File: src/rtl/find_axis_least_penetration_pkg.sv
// find_axis_least_penetration_pkg: widths, counts and state encoding shared by the narrow-phase stages
package find_axis_least_penetration_pkg;
  localparam int W = 10;
  localparam int DOT_W = 2 * W + 1;
  localparam int PEN_W = 2 * W + 2;
  localparam int NUM_FACES = 4;
  localparam int NUM_VERTS = 4;
  typedef enum logic [1:0] {IDLE, SCAN, EVAL, DONE} state_t;
endpackage

File: src/rtl/find_axis_least_penetration_dot2.sv
// dot2_signed: combinational 2-D signed dot product with full-precision result
module dot2_signed
  import find_axis_least_penetration_pkg::*;
(
  input  logic signed [W-1:0]     ax,
  input  logic signed [W-1:0]     ay,
  input  logic signed [W-1:0]     bx,
  input  logic signed [W-1:0]     by,
  output logic signed [DOT_W-1:0] d
);
  assign d = DOT_W'(ax * bx) + DOT_W'(ay * by);
endmodule

File: src/rtl/find_axis_least_penetration.sv
// find_axis_least_penetration: picks the face of A along which B penetrates least
module find_axis_least_penetration
  import find_axis_least_penetration_pkg::*;
(
  input  logic                    clk,
  input  logic                    rst,
  input  logic                    start,
  input  logic signed [W-1:0]     normA0_x,
  input  logic signed [W-1:0]     normA1_x,
  input  logic signed [W-1:0]     normA2_x,
  input  logic signed [W-1:0]     normA3_x,
  input  logic signed [W-1:0]     normA0_y,
  input  logic signed [W-1:0]     normA1_y,
  input  logic signed [W-1:0]     normA2_y,
  input  logic signed [W-1:0]     normA3_y,
  input  logic signed [W-1:0]     vertA0_x,
  input  logic signed [W-1:0]     vertA1_x,
  input  logic signed [W-1:0]     vertA2_x,
  input  logic signed [W-1:0]     vertA3_x,
  input  logic signed [W-1:0]     vertA0_y,
  input  logic signed [W-1:0]     vertA1_y,
  input  logic signed [W-1:0]     vertA2_y,
  input  logic signed [W-1:0]     vertA3_y,
  input  logic signed [W-1:0]     vertB0_x,
  input  logic signed [W-1:0]     vertB1_x,
  input  logic signed [W-1:0]     vertB2_x,
  input  logic signed [W-1:0]     vertB3_x,
  input  logic signed [W-1:0]     vertB0_y,
  input  logic signed [W-1:0]     vertB1_y,
  input  logic signed [W-1:0]     vertB2_y,
  input  logic signed [W-1:0]     vertB3_y,
  output logic signed [W-1:0]     referenceNorm_x,
  output logic signed [W-1:0]     referenceNorm_y,
  output logic [1:0]              referenceIndex,
  output logic signed [PEN_W-1:0] bestPenetration,
  output logic                    separating,
  output logic                    done_out
);
  state_t state;
  logic [1:0] face, vert;
  logic signed [DOT_W-1:0] min_dot, bdot, adot, dmin;
  logic signed [PEN_W-1:0] pen;
  logic signed [W-1:0] n_x [NUM_FACES];
  logic signed [W-1:0] n_y [NUM_FACES];
  logic signed [W-1:0] a_x [NUM_FACES];
  logic signed [W-1:0] a_y [NUM_FACES];
  logic signed [W-1:0] b_x [NUM_VERTS];
  logic signed [W-1:0] b_y [NUM_VERTS];
  assign n_x = '{normA0_x, normA1_x, normA2_x, normA3_x};
  assign n_y = '{normA0_y, normA1_y, normA2_y, normA3_y};
  assign a_x = '{vertA0_x, vertA1_x, vertA2_x, vertA3_x};
  assign a_y = '{vertA0_y, vertA1_y, vertA2_y, vertA3_y};
  assign b_x = '{vertB0_x, vertB1_x, vertB2_x, vertB3_x};
  assign b_y = '{vertB0_y, vertB1_y, vertB2_y, vertB3_y};
  dot2_signed u_bdot (.ax(n_x[face]), .ay(n_y[face]), .bx(b_x[vert]), .by(b_y[vert]), .d(bdot));
  dot2_signed u_adot (.ax(n_x[face]), .ay(n_y[face]), .bx(a_x[face]), .by(a_y[face]), .d(adot));
  always_comb begin
    dmin = (vert == 2'd0 || bdot < min_dot) ? bdot : min_dot;
    pen = PEN_W'(min_dot) - PEN_W'(adot);
    referenceNorm_x = n_x[referenceIndex];
    referenceNorm_y = n_y[referenceIndex];
    separating = ~bestPenetration[PEN_W-1];
  end
  always_ff @(posedge clk) begin
    if (rst) begin
      state <= IDLE;
      face <= '0;
      vert <= '0;
      min_dot <= '0;
      referenceIndex <= '0;
      bestPenetration <= '0;
      done_out <= 1'b0;
    end else if (start) begin
      state <= SCAN;
      face <= '0;
      vert <= '0;
      done_out <= 1'b0;
    end else if (state == SCAN) begin
      min_dot <= dmin;
      vert <= vert + 2'd1;
      if (vert == 2'd3) state <= EVAL;
    end else if (state == EVAL) begin
      // strict compare keeps the lowest face index on ties
      if (face == 2'd0 || pen > bestPenetration) begin
        bestPenetration <= pen;
        referenceIndex <= face;
      end
      vert <= '0;
      face <= face + 2'd1;
      state <= (face == 2'd3) ? DONE : SCAN;
      done_out <= (face == 2'd3);
    end
  end
endmodule

File: config.mk
export PLATFORM = sky130hd
export DESIGN_NAME = find_axis_least_penetration
export DESIGN_NICKNAME = d
export VERILOG_FILES = /design/src/rtl/find_axis_least_penetration_pkg.sv /design/src/rtl/find_axis_least_penetration_dot2.sv /design/src/rtl/find_axis_least_penetration.sv
export SDC_FILE = /design/constraint.sdc
export NUM_CORES = 2
export LEC_CHECK = 0
export ABC_AREA = 1
export ABC_CLOCK_PERIOD_IN_PS = 21900
export BUFFER_PORTS_ARGS = -buffer_cell sky130_fd_sc_hd__buf_2
export CORE_MARGIN = 4
export CORE_UTILIZATION = 40
export CTS_BUF_LIST = sky130_fd_sc_hd__clkbuf_4 sky130_fd_sc_hd__clkbuf_8 sky130_fd_sc_hd__clkbuf_16
export DETAILED_ROUTE_END_ITERATION = 6
export PLACE_DENSITY = 0.67
export SKIP_CTS_REPAIR_TIMING = 1
export SYNTH_ARGS = -nofsm -noshare
export SYNTH_HDL_FRONTEND = slang
export SYNTH_SLANG_ARGS = --single-unit
File: constraint.sdc
create_clock -name clk -period 21.9 [get_ports clk]
set_clock_uncertainty 0.2 [all_clocks]
set_input_delay 2.19 -clock clk [delete_from_list [all_inputs] [get_ports clk]]
set_output_delay 2.19 -clock clk [all_outputs]
set_load 0.05 [all_outputs]
# Yosys cells after proc, flatten, opt, wreduce, memory -nomap -nowiden

Index checks and enable logic that the tools add are counted.

Flip-flop bits (word level): 52
Bits in latches: 0
Memory bits (writable): 0
ROM bits: 0
Input port bits: 243
Output and inout port bits: 46
Logic and storage cells: 77
Memories kept: 0

$add $sub $neg: 5
Multiply operators: 4
Divide/modulo/power cells: 0
$lt $le $gt $ge: 5
Equality and inequality tests: 6
Shifts and indexed selects: 0
Multiplexer cells: 31
Bitwise operators: 6
Reduce and logical (&&, ||, !) cells: 12

Operators by type and width:

| cell                                                                  | count |
|---|---|
| 10-bit binary-select mux with 2-bit select                            | 8 |
| 10-bit two-way mux                                                    | 16 |
| 10-bit by 10-bit multiplier with 20-bit output                        | 4 |
| 22-bit greater-than comparator                                        | 1 |
| 21-bit by 21-bit subtractor with 22-bit output                        | 1 |
| 20-bit by 20-bit adder with 21-bit output                             | 1 |
| 21-bit adder                                                          | 1 |
| 21-bit < comparator                                                   | 1 |
| 2-bit two-way mux                                                     | 6 |
| 3-bit greater-or-equal comparator, second input constant              | 3 |
| 2-bit NOT with 3-bit output                                           | 3 |
| 2-bit equality test, second input constant                            | 3 |
| 2-bit AND reduction                                                   | 3 |
| 2-bit by 1-bit adder with 2-bit output, second input constant         | 2 |
| 2-bit logical NOT                                                     | 2 |
| 4-bit AND reduction                                                   | 1 |
| 3-bit by 2-bit != test with 1-bit output, second input constant       | 1 |
| 1-bit NOT                                                             | 3 |
| 3-bit AND reduction                                                   | 1 |
| 3-bit nonzero test                                                    | 1 |
| 2-bit by 1-bit equality test with 1-bit output, second input constant | 1 |
| 1-bit logical OR                                                      | 2 |
| 2-bit by 1-bit != test with 1-bit output, second input constant       | 1 |
| 2-bit nonzero test                                                    | 1 |
| other kinds (2)                                                       | 2 |

# Longest topological paths before layout

Depth after elaboration: 10
Gate-level depth with buffers: 49
Depth with buffers taken out: 45

# By module

From an unflattened synthesis, not the netlist that was laid out.

Cell total of the unflattened synthesis: 3438
Area total of the unflattened synthesis: 24402.2 um^2

By module, submodules not included:

| module                      | instances | cells each | area each (um^2) | seq. area each (um^2) |
|---|---|---|---|---|
| dot2_signed at u_adot       | 1         | 1102       | 8705.8           | 0.0 |
| dot2_signed at u_bdot       | 1         | 1085       | 8683.3           | 0.0 |
| find_axis_least_penetration | 1         | 1251       | 7013.0           | 1041.0 |

# Worst setup path after synthesis

No wires, ideal clock.

Path type: in2reg
Start point: input normA1_x[9]
End point: register bestPenetration[6]
Setup time: 0.117 ns
Arrival time: 9.319 ns
Data required time: 21.583 ns
Setup slack: 12.265 ns
Stages on the path: 42
Buffers on the path: 2
Path through: nand2_1 > a32oi_2 > inv_1 > buf_2 > nor2_1 > inv_1 > fa_1 > fa_1 > inv_1 > fa_1 > inv_1 > fa_1 > fa_1 > fa_1 > inv_1 > fa_1 > inv_1 > ha_1 > (+6 left out) > nor2_1 > inv_1 > nand2_1 > nand2_1 > inv_1 > ha_1 > nand2_2 > nor2_4 > nand2_1 > nor2_1 > nand2_1 > nand4_1 > nand3_2 > nand2_4 > buf_6 > nand3b_1 > nand2_1 > nor2_1

Longest elaborated chain between the ends: 9

RTL lines:

| item                                                   | line                                   | RTL |
|---|---|---|
| from (decl)                                            | find_axis_least_penetration.sv:9       | `input logic signed [W-1:0] normA1_x,` |
| 10-bit binary-select mux with 2-bit select             | find_axis_least_penetration.sv:56      | `dot2_signed u_adot (.ax(n_x[face]), .ay(n_y[face]), .bx(a_x[face]), .by(a_y[face]), .d(adot));` |
| 10-bit two-way mux (implied by the code) (2 in series) | find_axis_least_penetration.sv:56      |  |
| 10-bit by 10-bit multiplier with 20-bit output         | find_axis_least_penetration_dot2.sv:11 | `assign d = DOT_W'(ax * bx) + DOT_W'(ay * by);` |
| 20-bit by 20-bit adder with 21-bit output              | find_axis_least_penetration_dot2.sv:11 |  |
| 21-bit by 21-bit subtractor with 22-bit output         | find_axis_least_penetration.sv:59      | `pen = PEN_W'(min_dot) - PEN_W'(adot);` |
| net pen[21]                                            | find_axis_least_penetration.sv:42      | `logic signed [PEN_W-1:0] pen;` |
| 22-bit greater-than comparator                         | find_axis_least_penetration.sv:84      | `if (face == 2'd0 \|\| pen > bestPenetration) begin` |
| 1-bit logical OR                                       | find_axis_least_penetration.sv:84      |  |
| 4-bit AND reduction (no source line)                   | -                                      |  |
| to (signal assigned)                                   | find_axis_least_penetration.sv:85      | `bestPenetration <= pen;` |
| to (decl)                                              | find_axis_least_penetration.sv:35      | `output logic signed [PEN_W-1:0] bestPenetration,` |

The timed path passes the listed nets, and every way through them passes these cells. The select of a mux whose other input is x is not followed.
A chain may end at the register's enable or synchronous reset.

# Worst setup path after layout

Start point: input normA1_x[9]
End point: register min_dot[19]

Longest elaborated chain between the ends: 8

RTL lines:

| item                                                     | line                                   | RTL |
|---|---|---|
| 10-bit binary-select mux with 2-bit select *             | find_axis_least_penetration.sv:55      | `dot2_signed u_bdot (.ax(n_x[face]), .ay(n_y[face]), .bx(b_x[vert]), .by(b_y[vert]), .d(bdot));` |
| 10-bit two-way mux (implied by the code) * (2 in series) | find_axis_least_penetration.sv:55      |  |
| 10-bit by 10-bit multiplier with 20-bit output *         | find_axis_least_penetration_dot2.sv:11 |  |
| 21-bit adder *                                           | find_axis_least_penetration_dot2.sv:11 |  |
| net bdot[19]                                             | find_axis_least_penetration.sv:41      | `logic signed [DOT_W-1:0] min_dot, bdot, adot, dmin;` |
| 21-bit < comparator                                      | find_axis_least_penetration.sv:58      | `dmin = (vert == 2'd0 \|\| bdot < min_dot) ? bdot : min_dot;` |
| 1-bit logical OR                                         | find_axis_least_penetration.sv:58      |  |
| 3-bit AND reduction (no source line)                     | -                                      |  |
| to (signal assigned)                                     | find_axis_least_penetration.sv:79      | `min_dot <= dmin;` |
| to (decl)                                                | find_axis_least_penetration.sv:41      |  |

The timed path passes the listed nets; every way through them passes the cells marked *. The select of a mux whose other input is x is not followed.

==> key figures <==
Route
  • DR iter-0 viols: between 1.5k and 2k
  • Via Count: 21.8k
  • Vias per cell: 5.08
  • First-pass detailed-route iteration total: 6
  • DRC viols: 0
  • Detail Route Antenna Nets: 0
  • Drt total wl: 73100 um
  • Drt wl/cell: about 17 um

Global routing
  • Total GRT Usage: 22.2%
  • Global-route wire length before repair: 117000 um
  • Initial antenna violation count: 0
  • Vias in the first global route: approximately 22k
  • Largest net degree at the start of global routing: 83
  • Total gr overflow: 0

Floorplanning
  • Row count: 90
  • Core Region: 60500 um2
  • Die extent in x: approximately 260 um
  • Initial Utilization: between 40% and 50%
  • DIE AREA: between 60000 and 70000 um2
  • Die H: roughly 260 um
  • Num ports: between 200 and 300

Placed design
  • Port Buffers: 288
  • Routability congestion estimate: 0.964
  • DP Wirelength: about 63000 um
  • DP Area: between 20000 and 30000 um2

Yosys
  • Mapped Nets: ~4.2k
  • Mapped Area: roughly 25000 um2
  • Synth Register Bits: 52
  • Top-area cell type share of the netlist area: a little over a third
  • Cells after Synth: between 3k and 4k
  • Sequential element share of the synthesized area: 4.25%
  • Synth unique cells: 46
  • Syn_area_per_cell: ~7.5 um2
  • EDFF count, synth: 0
  • Top cells by area, synth: fa_1 (35%), ha_1 (14%), inv_1 (12%), nand2_1 (9.7%), nor2_1 (6.4%)
  • Most common cell in the netlist: inv_1
  • Commonest cells post-synth: inv_1 (759), nand2_1 (631), fa_1 (430)
  • Most used DFF post-synth: dfxtp_1
  • Yosys warnings: 0
  • FFs w/ async S/R, synth: 0%
  • Post-synth top area cell: fa_1

Finish
  • Final Instance Area: between 20000 and 30000 um2
  • Area added between synthesis and finish: 9.04%
  • Antenna Cells: 0
  • Fin nets: about 4.5k
  • Share of layout cells above drive strength 1: ~11%

STA
  • Fmax: a little under 0.09 GHz
  • Period utilisation layout: about half
  • Fin. max-slew vios: 0
  • Slew HR: slightly above 30%
  • Setup violations, final: 0
  • Hold Violations, Final: 0
  • Setup TNS: 0 ns
  • RSZ-0062 raised after global routing: false
  • Slew at the pin closest to its max-slew limit: between 1 and 1.5 ns
  • Min Tclk post-route: between 10 and 15 ns

Clock tree
  • Clock buffer depth: 2
  • Root Driver: clkbuf_16
  • Sink Count: 52
  • CTS tree: yes
  • Clk Latency, worst-skew pair: around 0.33 ns
  • Num CTS Buffers: 5
  • Worst-path clk slew: about 0.07 ns
  • H-tree depth: 2

Run status
  • Outcome: complete, no violations

Worst setup path
  • Worst setup EP type: flop
  • WP data required: 21.90 ns
  • WS Path Type: in2reg
  • R2R cell count: between 40 and 50
  • Top cell by count, worst path: nand2_1
  • CP Max Fanout: 35
  • Critical path's slowest cell: a32oi_2
  • Worst path arrival time: 11.35 ns
  • Startpoint Class: input port
  • CP max stage delay: a little under 0.7 ns

Job
  • Number of max-cap violations: 0

Hold path
  • Hold WC Path Type: reg2reg
  • Min-Delay Path Depth: 2
-- metal layers --
layer	track usage, %	part of all wire (%)	up-vias
met4	5.58	2.9	0
met5	0	0	-
met3	4.47	8.2	123
met1	29.0	42	10501
li1	-	-	10396
met2	38.1	47	808
-- critical path: cells and delay by family --
family	cells	cell delay (ns)
adders and majority gates	8	3.47
and+or+nand+nor	22	3.21
AOI/OAI and AO/OA	4	1.21
buffers and inverters	7	1.09
xor gates and xnor gates	1	0.17
-- per-stage QoR --
stage	std cells	hold WS (ns)	worst slack [ns]	util, %
after detailed placement	4290	0.268	10.41	44.0
final	4298	0.286	10.56	44.2
after CTS	4298	0.287	10.70	44.2
after global routing	4298	0.318	9.81	44.2
after global placement	4290	0.259	10.55	44.0
after floorplan	3288	0.252	12.26	-
-- path summary, 6_finish.rpt --
check / start / to / slack, ns
worst max-delay path: normA1_x[9] / min_dot[19]$_SDFFE_PP0P_ / 10.56
worst min-delay path: min_dot[11]$_SDFFE_PP0P_ / min_dot[11]$_SDFFE_PP0P_ / 0.29
worst max register to register: face[1]$_SDFFE_PP0P_ / min_dot[19]$_SDFFE_PP0P_ / 11.09
worst min register to register: min_dot[11]$_SDFFE_PP0P_ / min_dot[11]$_SDFFE_PP0P_ / 0.29
-- flip-flops by register name (all words and copies together) (netlist names) --
name	count
bestPenetration	22
done_out	1
face	2
min_dot	21
referenceIndex	2
state	2
vert	2
-- cell type report --
| type | count | area (um2) |
|---|---|---|
| Fill cell | 6161 | 33700 |
| Multi-Input combinational cell | 2351 | 20000 |
| Inverter | 795 | 2990 |
| Timing Repair Buffer | 310 | 1610 |
| Sequential cell | 52 | 1040 |
| Tap cell | 782 | 978 |
| Clock buffer | 5 | 125 |
| Clock inverter | 3 | 28.8 |
-- cells in the final DEF, fill, tap and decap left out, drive strengths merged, types with 2 or more instances in the layout --
cell type	Yosys	final
a211oi	2	2
a21o	8	8
a21oi	190	190
a31oi	4	4
a32oi	58	58
buf	69	310
clkbuf	21	5
clkinv	9	9
dfxtp	52	52
fa	430	430
ha	275	275
inv	786	789
nand2	634	634
nand3	84	84
nand3b	16	16
nand4	17	17
nor2	417	417
nor3	9	9
nor4	2	2
o2111ai	3	3
o21ai	70	70
o21bai	14	14
o22ai	23	23
xnor2	30	30
xor2	57	57
-- logic make-up after synthesis --
family,synth area share (%)
buffers and inverters,14.4
XOR/XNOR,3.11
AO/OA/AOI/OAI,9.95
AND/OR/NAND/NOR,19.2
adder cells (fa/ha/maj),49.1
flip-flops,4.25
Power is left out: the tool's default activity adds up to more than one toggle a clock period on the data nets, which glitch-free logic cannot reach.
